==> src/rtl/mem_pkg.sv <==
// ---------------------------------------------------------------------------
// mem_pkg: field offsets of the exec/writeback buffers and the stage states.
// ---------------------------------------------------------------------------
`default_nettype none

package mem_pkg;

    // Exec-buffer offsets; control fields sit above bit N, opCode/opType above bit 2N.
    localparam int EX_RC       = 0;
    localparam int EX_REGWRITE = 4;
    localparam int EX_MEMTOREG = 5;
    localparam int EX_MEMWRITE = 6;
    localparam int EX_BRANCH   = 7;
    localparam int EX_NEG      = 8;
    localparam int EX_ZERO     = 9;
    localparam int EX_ALU      = 10;
    localparam int EX_OPCODE   = 10;
    localparam int EX_OPTYPE   = 14;
    localparam int RC_W        = 4;

    // Writeback-buffer offsets above bit 2N.
    localparam int WB_RC       = 0;
    localparam int WB_REGWRITE = 4;
    localparam int WB_MEMTOREG = 5;

    typedef enum logic [0:0] {
        IDLE   = 1'b0,
        ACCESS = 1'b1
    } mem_state_e;

endpackage

`default_nettype wire

==> src/rtl/mem_wait_counter.sv <==
// ---------------------------------------------------------------------------
// mem_wait_counter: saturating access-wait counter, terminal count at TIMEOUT-1.
// ---------------------------------------------------------------------------
`default_nettype none

module mem_wait_counter #(
    parameter int TIMEOUT = 15,
    parameter int CW      = $clog2(TIMEOUT + 1)
) (
    input  logic clk,
    input  logic rst,
    input  logic clr,
    input  logic inc,
    output logic tc
);

    logic [CW-1:0] count;

    always_ff @(posedge clk or negedge rst) begin
        if (!rst) begin
            count <= '0;
        end else if (clr) begin
            count <= '0;
        end else if (inc && (count != CW'(TIMEOUT))) begin
            count <= count + 1'b1;
        end
    end

    assign tc = (count == CW'(TIMEOUT - 1));

endmodule

`default_nettype wire

==> src/rtl/mem_stage.sv <==
// ---------------------------------------------------------------------------
// mem_stage: memory pipeline stage with req/ack data-memory access and timeout.
// ---------------------------------------------------------------------------
`default_nettype none

module mem_stage
    import mem_pkg::*;
#(
    parameter int N       = 24,
    parameter int BW      = 64,
    parameter int WBW     = 54,
    parameter int TIMEOUT = 15
) (
    input  logic           clk,
    input  logic           rst,
    input  logic           en,
    input  logic [BW-1:0]  execBuffer,
    output logic           memReq,
    output logic           memWe,
    output logic [N-1:0]   memAddr,
    output logic [N-1:0]   memWData,
    input  logic [N-1:0]   memRData,
    input  logic           memAck,
    output logic           stall,
    output logic [WBW-1:0] wbBuffer,
    output logic           branchTaken,
    output logic [N-1:0]   pcTarget,
    output logic           memFault
);

    mem_state_e state, state_nxt;

    logic [N-1:0]    ex_alu, ex_rd3;
    logic [RC_W-1:0] ex_rc;
    logic            ex_rw, ex_m2r, ex_mw, ex_br, ex_z, ex_memop;

    assign ex_rd3   = execBuffer[0 +: N];
    assign ex_rc    = execBuffer[N+EX_RC +: RC_W];
    assign ex_rw    = execBuffer[N+EX_REGWRITE];
    assign ex_m2r   = execBuffer[N+EX_MEMTOREG];
    assign ex_mw    = execBuffer[N+EX_MEMWRITE];
    assign ex_br    = execBuffer[N+EX_BRANCH];
    assign ex_z     = execBuffer[N+EX_ZERO];
    assign ex_alu   = execBuffer[N+EX_ALU +: N];
    assign ex_memop = ex_mw | ex_m2r;

    logic unused_fields;
    assign unused_fields = ^{execBuffer[N+EX_NEG], execBuffer[2*N+EX_OPTYPE+1 : 2*N+EX_OPCODE]};

    // Holding register of the instruction in flight; alu/rd3 double as memAddr/memWData.
    logic [N-1:0]    h_alu, h_rd3;
    logic [RC_W-1:0] h_rc;
    logic            h_rw, h_m2r, h_mw, h_br, h_z;

    logic in_access, capture, retire_alu, retire_ack, retire_tmo, tc;

    assign in_access  = (state == ACCESS);
    assign capture    = (state == IDLE) && en && ex_memop;
    assign retire_alu = (state == IDLE) && en && !ex_memop;
    assign retire_ack = in_access && memAck;
    assign retire_tmo = in_access && !memAck && tc;

    mem_wait_counter #(
        .TIMEOUT (TIMEOUT)
    ) u_wait (
        .clk (clk),
        .rst (rst),
        .clr (capture),
        .inc (in_access),
        .tc  (tc)
    );

    always_ff @(posedge clk or negedge rst) begin
        if (!rst) begin
            state <= IDLE;
        end else begin
            state <= state_nxt;
        end
    end

    always_comb begin
        state_nxt = state;
        if (capture) begin
            state_nxt = ACCESS;
        end else if (retire_ack || retire_tmo) begin
            state_nxt = IDLE;
        end
    end

    function automatic logic [WBW-1:0] pack_wb(
        input logic [N-1:0]    alu,
        input logic [N-1:0]    rdata,
        input logic [RC_W-1:0] rc,
        input logic            rw,
        input logic            m2r
    );
        logic [WBW-1:0] p;
        p                      = '0;
        p[0 +: N]              = alu;
        p[N +: N]              = rdata;
        p[2*N+WB_RC +: RC_W]   = rc;
        p[2*N+WB_REGWRITE]     = rw;
        p[2*N+WB_MEMTOREG]     = m2r;
        return p;
    endfunction

    always_ff @(posedge clk or negedge rst) begin
        if (!rst) begin
            h_alu       <= '0;
            h_rd3       <= '0;
            h_rc        <= '0;
            h_rw        <= 1'b0;
            h_m2r       <= 1'b0;
            h_mw        <= 1'b0;
            h_br        <= 1'b0;
            h_z         <= 1'b0;
            wbBuffer    <= '0;
            branchTaken <= 1'b0;
            pcTarget    <= '0;
            memFault    <= 1'b0;
        end else begin
            branchTaken <= 1'b0;
            if (capture) begin
                h_alu <= ex_alu;
                h_rd3 <= ex_rd3;
                h_rc  <= ex_rc;
                h_rw  <= ex_rw;
                h_m2r <= ex_m2r;
                h_mw  <= ex_mw;
                h_br  <= ex_br;
                h_z   <= ex_z;
            end
            if (retire_alu) begin
                wbBuffer    <= pack_wb(ex_alu, '0, ex_rc, ex_rw, 1'b0);
                branchTaken <= ex_br & ex_z;
                pcTarget    <= ex_alu;
            end else if (retire_ack || retire_tmo) begin
                // A store (including memWrite+memToReg) never returns read data.
                wbBuffer    <= pack_wb(h_alu, (retire_ack && !h_mw) ? memRData : '0,
                                       h_rc, h_rw & retire_ack, h_m2r & ~h_mw);
                branchTaken <= h_br & h_z;
                pcTarget    <= h_alu;
                if (retire_tmo) begin
                    memFault <= 1'b1;
                end
            end
        end
    end

    assign memReq   = in_access;
    assign memWe    = in_access & h_mw;
    assign memAddr  = h_alu;
    assign memWData = h_rd3;
    assign stall    = in_access;

endmodule

`default_nettype wire

==> config.mk <==
export PLATFORM = sky130hd
export DESIGN_NAME = mem_stage
export DESIGN_NICKNAME = d
export VERILOG_FILES = /design/src/rtl/mem_pkg.sv /design/src/rtl/mem_wait_counter.sv /design/src/rtl/mem_stage.sv
export SDC_FILE = /design/constraint.sdc
export NUM_CORES = 1
export LEC_CHECK = 0
export ABC_CLOCK_PERIOD_IN_PS = 3100
export CAP_MARGIN = 15
export CORE_MARGIN = 2
export CORE_UTILIZATION = 45
export CTS_CLUSTER_DIAMETER = 40
export CTS_CLUSTER_SIZE = 20
export DETAILED_ROUTE_END_ITERATION = 10
export GPL_TIMING_DRIVEN = 0
export HOLD_SLACK_MARGIN = 0.03
export PLACE_DENSITY = 0.82
export SLEW_MARGIN = 0
export SYNTH_ARGS = -nofsm -noshare
export SYNTH_HDL_FRONTEND = slang
export SYNTH_HIERARCHICAL = 1
export SYNTH_SLANG_ARGS = --single-unit
==> constraint.sdc <==
create_clock -name clk -period 3.1 [get_ports clk]
set_input_delay 0.465 -clock clk [delete_from_list [all_inputs] [get_ports clk]]
set_output_delay 0.465 -clock clk [all_outputs]
set_load 0.02 [all_outputs]
[Yosys cells after proc, flatten, opt, wreduce, memory -nomap -nowiden]
Index checks and enable logic that the tools add are counted.
Widths: inputs -> output; s select.
Operators by class
  add/subtract/negate cells: 1
  equality and inequality tests: 2
  muxes and demuxes: 11
  bitwise gates (word level): 9
  reductions and logical operators: 16
Operator list (number)
  $mux 54: 2
  $mux 24: 3
  $logic_and 1x1->1: 8
  $mux 4: 2
  $reduce_bool 2->1: 3
  $and 1x1->1: 5
  $add 4x1->4 const B: 1
  $eq 4x4->1 const B: 1
  $mux 1: 4
  $ne 4x4->1 const B: 1
  $logic_not 1->1: 3
  $not 1->1: 3
  $reduce_and 3->1: 1
  $logic_or 1x1->1: 1
  $or 1x1->1: 1
Word-level totals
  flip-flop bits (word level): 142
  input port bits: 92
  word-level logic and storage cells: 53

[Longest topological paths before layout]
Gate-level depths: netlist of run 1.
  depth after elaboration: 6
  depth in mapped cells: 8
  depth with buffers taken out: 6

[Hierarchy]
Netlist of run 1, hierarchy kept.
By module, submodules not included
  mem_stage: times used 1, cells an instance 378, area an instance 4789.6 sq um
  mem_wait_counter: times used 1, cells an instance 23, area an instance 251.5 sq um

[Worst setup path after synthesis of run 1]
OpenSTA, ideal clock, no wires.
  path kind: register to register
  from: reg u_wait.count[0]
  to: reg wbBuffer[18]
  setup time: 0.077 ns
  data arrival time: 1.648 ns
  data required time: 3.023 ns
  path slack: 1.374 ns
  cell stages (with the launch flop): 9
  cell sequence: dfrtp_1 -> inv_1 -> ha_1 -> and3_2 -> o21ai_0 -> buf_2 -> clkbuf_1 -> nand2_1 -> a21oi_1
On the way
  longest elaborated chain between the ends: 4
RTL lines
  start, declared: RTL line mem_wait_counter.sv:17  | logic [CW-1:0] count;
  start signal, assigned: RTL line mem_wait_counter.sv:25  | count <= count + 1'b1;
  $eq 4x4->1: RTL line mem_wait_counter.sv:29  | assign tc = (count == CW'(TIMEOUT - 1));
  named net tc: RTL line mem_stage.sv:55  | logic in_access, capture, retire_alu, retire_ack, retire_tmo, tc;
  $logic_and 1x1->1: RTL line mem_stage.sv:61  | assign retire_tmo = in_access && !memAck && tc;
  $logic_or 1x1->1: RTL line mem_stage.sv:137  | end else if (retire_ack || retire_tmo) begin
  $reduce_bool 2->1 (no source line)
  end signal, assigned: RTL line mem_stage.sv:134  | wbBuffer <= pack_wb(ex_alu, '0, ex_rc, ex_rw, 1'b0);
  end signal, assigned: RTL line mem_stage.sv:139  | wbBuffer <= pack_wb(h_alu, (retire_ack && !h_mw) ? memRData : '0,
  end, declared: RTL line mem_stage.sv:25  | output logic [WBW-1:0] wbBuffer,
The timed path passes the listed nets, and every way through them passes these cells.
A chain may end at the register's enable or synchronous reset.

[Final worst setup path of run 1]
  from: reg state, in the netlist memReq
  to: out memWe
On the way
  longest elaborated chain between the ends: 1
RTL lines
  start, declared: RTL line mem_stage.sv:31  | mem_state_e state, state_nxt;
  start signal, assigned: RTL line mem_stage.sv:77  | state <= state_nxt;
  $and 1x1->1: RTL line mem_stage.sv:151  | assign memWe = in_access & h_mw;
  end, declared: RTL line mem_stage.sv:19  | output logic memWe,
No other way between the ends.

==> results of run 1 <==
==> path summary, 6_finish.rpt <==
path	to	slack [ns]	depth (start not counted)
worst max-delay path	memWe	0.65	2
worst min-delay path	memWData[4]	0.48	2
worst max register to register	wbBuffer[48]	0.84	8
worst min register to register	memFault	0.49	1
max in group asynchronous	wbBuffer[10]	1.96	3
min in group clk	memFault	0.49	1
==> kinds of logic (layout without fill, tap and decap cells) <==
logic type / after synthesis / count (layout) / share of synthesized area, %
buf+inv: 49 / 298 / 6.652
compound gates: 92 / 92 / 11.37
simple gates: 83 / 83 / 7.794
fa+ha+maj: 2 / 2 / 0.4963
flops: 118 / 118 / 58.58
mux: 57 / 57 / 15.12
==> layer usage <==
layer | GRT usage [%] | part of all wire (%)
met5 | 0 | 0
met4 | 8.409 | 1.8
met3 | 6.343 | 6.7
met2 | 39.48 | 53
met1 | 27.10 | 39
==> Yosys cell counts (all sizes together) <==
library cell  number  share of area, %
nor3               1             0.099
nand2             33               2.5
dfrtp            118                59
nor2b              3              0.57
nor2              33               2.5
o21a               2              0.30
o21ai              2              0.20
clkbuf             7              0.52
mux2              57                15
o21bai             2              0.30
buf               40               6.0
nand3b             1              0.15
inv                2              0.15
and3               3              0.50
ha                 2              0.50
and4b              1              0.20
or4b               1              0.20
a22o              26               4.5
and2               1              0.12
nand4              1              0.12
or2                1              0.12
nand2b             1              0.12
nand3              2              0.20
a221o              1              0.20
nor4b              1              0.47
a21oi             59               5.9
==> power by group through the flow <==
stage / combinational [uW] / clock (uW) / sequential [uW]
2_1_floorplan: 891 / 0 / 2670
3_3_place_gp: 2530 / 0 / 2250
3_5_place_dp: 2590 / 0 / 2270
4_1_cts: 2600 / 2180 / 2250
5_1_grt: 2720 / 2250 / 2310
6_report: 2580 / 2140 / 2250
==> critical path: stages, from the launching register on <==
cell	delay [ns]
dfrtp_1	0.65
and2_1	0.21
clkdlybuf4s50_1	0.61
==> layout make-up <==
class                           count  area [um2]  share of cell area (%)
Timing Repair Buffer              217        2191                   27.18
Clock inverter                     12       198.9                   2.468
Sequential cell                   118        2953                   36.63
Inverter                            2       7.507                 0.09312
Tap cell                          140       175.2                   2.173
Clock buffer                       20       455.4                   5.650
Buffer                             47       327.8                   4.066
Multi-Input combinational cell    234        1753                   21.74
==> state kept, by name, summed over array words and instances (netlist names) <==
name,flops
branchTaken,1
memFault,1
h_rw,1
h_rc,4
h_mw,1
h_m2r,1
memReq,1
memWData,24
h_z,1
h_br,1
u_wait/count,4
memAddr,24
wbBuffer,54
==> metrics by stage <==
| step | cells | total power (uW) | cell area [um2] | util (%) | hold WS, ns |
|---|---|---|---|---|---|
| global placement | 756 | 4779 | 7368 | 67.67 | 0.4610 |
| detailed placement | 757 | 4865 | 7397 | 67.94 | 0.4651 |
| CTS | 790 | 7036 | 8061 | 74.04 | 0.4888 |
| finish | 790 | 6970 | 8061 | 74.04 | 0.4782 |
| floorplan | 401 | 3559 | 5041 | - | 0.1694 |
| global route | 790 | 7271 | 8061 | 74.04 | 0.5072 |
==> what timing repair did <==
| action | in CTS | in global routing |
|---|---|---|
| setup buffers | 0 | 0 |
| endpoints found under the hold margin | 57 | 0 |
| hold buffers | 1 | 0 |
==> results.sh, run 1 <==
export IMPL_p_seq_share_pct=32.3
export IMPL_grt_overflow_total=0
export IMPL_clk_pin_slew_ns=0.06
export IMPL_r2r_start="u_wait/count[0]"
export IMPL_maxSlewHeadroom_pct=62.48
export IMPL_dp_slack_ns=0.7282
export IMPL_routabilityCongestion=0.7974
export IMPL_firstDrtPassIters=4
export IMPL_fin_worst_skew_ns=0.008523
export IMPL_hold_path_class="primary input to async pin"
export IMPL_tns_ns=0
export IMPL_layout_min_cycle_time_ns=2.446
export IMPL_fmax_mhz=408.8
export IMPL_detail_route_antenna_nets=0
export IMPL_area_growth_pct=59.92
export IMPL_insertion_delay_ns=0.52
export IMPL_netSwitchingPower_uw=2166
export IMPL_grt_use_total_pct=22.85
export IMPL_vias=4043
export IMPL_ys_seq_elements=118
export IMPL_dieArea_um2=12060
export IMPL_cts_buffers=17
export IMPL_syn_nets=495
export IMPL_wl_per_cell_um=17.25
export IMPL_cp_start_kind="flop"
export IMPL_syn_area_per_cell_um2=12.57
export IMPL_switching_share_pct=31.08
export IMPL_initial_core_util_pct=46.30
export IMPL_syn_area_um2=5041
export IMPL_combPwrFrac_pct=37.0
export IMPL_nFillCells=730
export IMPL_vias_per_cell=5.118
export IMPL_antenna_found_initial=0
export IMPL_post_cts_resized=0
export IMPL_maxSlewViolCount=0
export IMPL_yosysWarningCount=6
export IMPL_worstMarginPinSlew_ns=0.5628
export IMPL_io_pins=223
export IMPL_synthCells=401
export IMPL_grt_max_degree=62
export IMPL_drc=0
export IMPL_vdd_drop_max_mv=0.5072
export IMPL_finalSetupViolCount=0
export IMPL_rows=38
export IMPL_htree_num_levels=4
export IMPL_cts_tree="built"
export IMPL_drive_above_1_share_pct=20.77
export IMPL_fin_ws_ns=0.6538
export IMPL_final_common_cell="clkdlybuf4s50_1"
export IMPL_nNetsFinal=731
export IMPL_first_iter_violations=158
export IMPL_grt_pass1_vias=4153
export IMPL_required_ns=2.63
export IMPL_dieHeight_um=109.8
export IMPL_wirelength_mm=13.63
export IMPL_hold_viol_final=0
export IMPL_critical_path_max_fanout=15
export IMPL_port_buffers=215
export IMPL_ys_types=34
export IMPL_status="complete, no violations"
export IMPL_yosysSeqAreaShare_pct=58.58
export IMPL_grt_pass1_wl_mm=20.86
export IMPL_power_density_nw_per_um2=864.6
export IMPL_p_int_uw=4804
export IMPL_core_area_um2=10890
export IMPL_rsz0062_at_grt="false"
export IMPL_crit_arrival_ns=1.98
export IMPL_end_kind="output port"
export IMPL_clkSinkCount=118
export IMPL_finalCritPeriodShare_pct=78.91
export IMPL_leakage_uw=0.003556
export IMPL_startpoint="memReq"
export IMPL_clock_root_buffer="clkbuf_8"
export IMPL_dp_hpwl_mm=9.831
export IMPL_diodes=0
export IMPL_die_w_um=109.8
export IMPL_p_clk_share_pct=30.7
export IMPL_crit_type="flop to output port"
export IMPL_cts_buffer_depth=2
export IMPL_drv_cap=0
export IMPL_mostFrequentLayoutCells="214 x clkdlybuf4s50_1, 118 x dfrtp_1, 59 x a21oi_1"
Note: power is estimated with default switching activity, not from simulation.
==> inputs of run 2 (changes only) <==
ABC_CLOCK_PERIOD_IN_PS = 2450   (was 3100)
CORE_UTILIZATION = 42   (was 45)
PLACE_DENSITY = 0.77   (was 0.82)
clock period = 2.45 ns   (was 3.1 ns; I/O delays follow)
==> results.sh, run 2 (synthesis gave the netlist of run 1 again) <==
export IMPL_status="complete, no violations"
export IMPL_dp_hpwl_mm=9.921
export IMPL_switching_share_pct=30.02
export IMPL_combPwrFrac_pct=36.2
export IMPL_vias_per_cell=5.031
export IMPL_netSwitchingPower_uw=2707
export IMPL_area_growth_pct=60.76
export IMPL_grt_pass1_vias=4186
export IMPL_hold_buffers=1
export IMPL_clock_root_buffer="clkbuf_16"
export IMPL_wirelength_mm=13.82
export IMPL_fin_ws_ns=0.2044
export IMPL_path_delay_family="flip-flops"
export IMPL_maxSlewViolCount=0
export IMPL_insertion_delay_ns=0.41
export IMPL_cts_tree="built"
export IMPL_leakage_uw=0.003583
export IMPL_p_seq_share_pct=31.7
export IMPL_first_iter_violations=177
export IMPL_grt_use_met3_pct=5.367
export IMPL_clk_pin_slew_ns=0.05
export IMPL_final_cell_count_no_fill=797
export IMPL_core_area_um2=11860
export IMPL_p_int_uw=6308
export IMPL_grt_busiest_layer="met2"
export IMPL_antenna_found_initial=0
export IMPL_mostFrequentLayoutCells="214 x clkdlybuf4s50_1, 118 x dfrtp_1, 59 x a21oi_1"
export IMPL_cts_buffers=17
export IMPL_cp_start_kind="flop"
export IMPL_post_cts_resized=0
export IMPL_firstDrtPassIters=4
export IMPL_dp_slack_ns=0.2134
export IMPL_largest_register_ffs=54
export IMPL_dieHeight_um=113.6
export IMPL_final_util_pct=68.32
export IMPL_hold_viol_final=0
export IMPL_wl_per_cell_um=17.34
export IMPL_drv_cap=0
export IMPL_end_kind="output port"
export IMPL_die_w_um=113.6
export IMPL_p_clk_share_pct=32.2
export IMPL_drc=0
export IMPL_worst_path_max_delay_cell="dfrtp_1"
export IMPL_crit_chain="and2_1 -> clkdlybuf4s50_1"
export IMPL_final_common_cell="clkdlybuf4s50_1"
export IMPL_worstMarginPinSlew_ns=0.5613
export IMPL_vdd_drop_max_mv=0.7518
export IMPL_crit_type="flop to output port"
export IMPL_post_cts_buffers=0
export IMPL_rows=40
export IMPL_placed_cells=764
export IMPL_layout_min_cycle_time_ns=2.246
export IMPL_power_density_nw_per_um2=1112
export IMPL_grtUsageMet1_pct=26.67
export IMPL_grt_overflow_total=0
export IMPL_top_register="wbBuffer"
export IMPL_fmax_mhz=445.3
export IMPL_diodes=0
export IMPL_fin_worst_skew_ns=0.008958
export IMPL_grt_pass1_wl_mm=21.71
export IMPL_finalCritPeriodShare_pct=91.66
export IMPL_grt_util_met2_pct=37.29
export IMPL_grt_use_total_pct=21.78
export IMPL_hold_path_class="flop to flop"
export IMPL_rsz0062_at_grt="false"
export IMPL_detail_route_antenna_nets=0
export IMPL_cts_buffer_depth=2
export IMPL_initial_core_util_pct=42.50
export IMPL_routabilityCongestion=0.7411
export IMPL_crit_buf_inv=1
export IMPL_grt_max_degree=61
export IMPL_maxSlewHeadroom_pct=62.58
export IMPL_nFillCells=869
export IMPL_slowest_delay_ns=0.66
export IMPL_port_buffers=215
export IMPL_crit_arrival_ns=1.88
export IMPL_finalSetupViolCount=0
export IMPL_vias=4010
export IMPL_drive_above_1_share_pct=20.15
export IMPL_io_pins=223
export IMPL_htree_num_levels=4
export IMPL_nNetsFinal=731
export IMPL_tns_ns=0
export IMPL_clkSinkCount=118
export IMPL_dieArea_um2=12890
export IMPL_required_ns=2.08
export IMPL_critical_path_max_fanout=15
export IMPL_p_total_uw=9014
[run 2: changes by cell type in the layout (fill, tap and decap cells not counted)]
cell        before  now
bufinv_16        5    7
clkbuf_1         7   11
clkbuf_16       16   17
clkbuf_8         4    2
clkinv_4         1    0
clkinvlp_4       4    0
[run 2: final timing paths]
kind / end / depth (start not counted) / start / slack (ns)
worst max-delay path: memWe / 2 / memReq / 0.20
worst min-delay path: memFault / 1 / memFault / 0.49
worst max register to register: wbBuffer[43] / 7 / u_wait/count[0] / 0.26
worst min register to register: memFault / 1 / memFault / 0.49
max in group asynchronous: wbBuffer[16] / 3 / rst / 1.23
min in group asynchronous: wbBuffer[49] / 2 / rst / 0.53
[run 2: worst register-to-register path: cells and delay by family (launching register included)]
| family | cells | cell delay (ns) |
|---|---|---|
| simple gates | 2 | 0.69 |
| fa+ha+maj | 1 | 0.19 |
| flops | 1 | 0.41 |
| buf+inv | 2 | 0.41 |
| compound gates | 2 | 0.43 |
[run 2: power groups by stage]
stage	logic [uW]	registers, uW	clock network (uW)
5_1_grt	3440	2930	3030
3_3_place_gp	3210	2840	0
3_5_place_dp	3280	2880	0
4_1_cts	3290	2860	2940
6_report	3260	2850	2900
2_1_floorplan	1130	3380	0
[run 2: area by class of cell]
cell class	count	area [um2]	share of cell area, %
Sequential cell	118	2953	36.44
Timing Repair Buffer	217	2191	27.03
Multi-Input combinational cell	234	1753	21.63
Clock buffer	23	467.9	5.774
Buffer	47	327.8	4.045
Clock inverter	9	220.2	2.717
Tap cell	147	183.9	2.270
Inverter	2	7.507	0.09264
[run 2: metrics by stage]
| stage | area [um2] | hold slack, ns |
|---|---|---|
| 5_1_grt | 8104 | 0.5090 |
| 3_3_place_gp | 7377 | 0.4666 |
| 3_5_place_dp | 7406 | 0.3779 |
| 6_report | 8104 | 0.4858 |
| 4_1_cts | 8104 | 0.4893 |
| 2_1_floorplan | 5041 | 0.07191 |
[run 2: per-layer routing]
metal,part of all wire (%),wire length [um]
met1,41,5642
met2,52,7182
met3,5.4,743
met4,1.8,248
met5,0,0
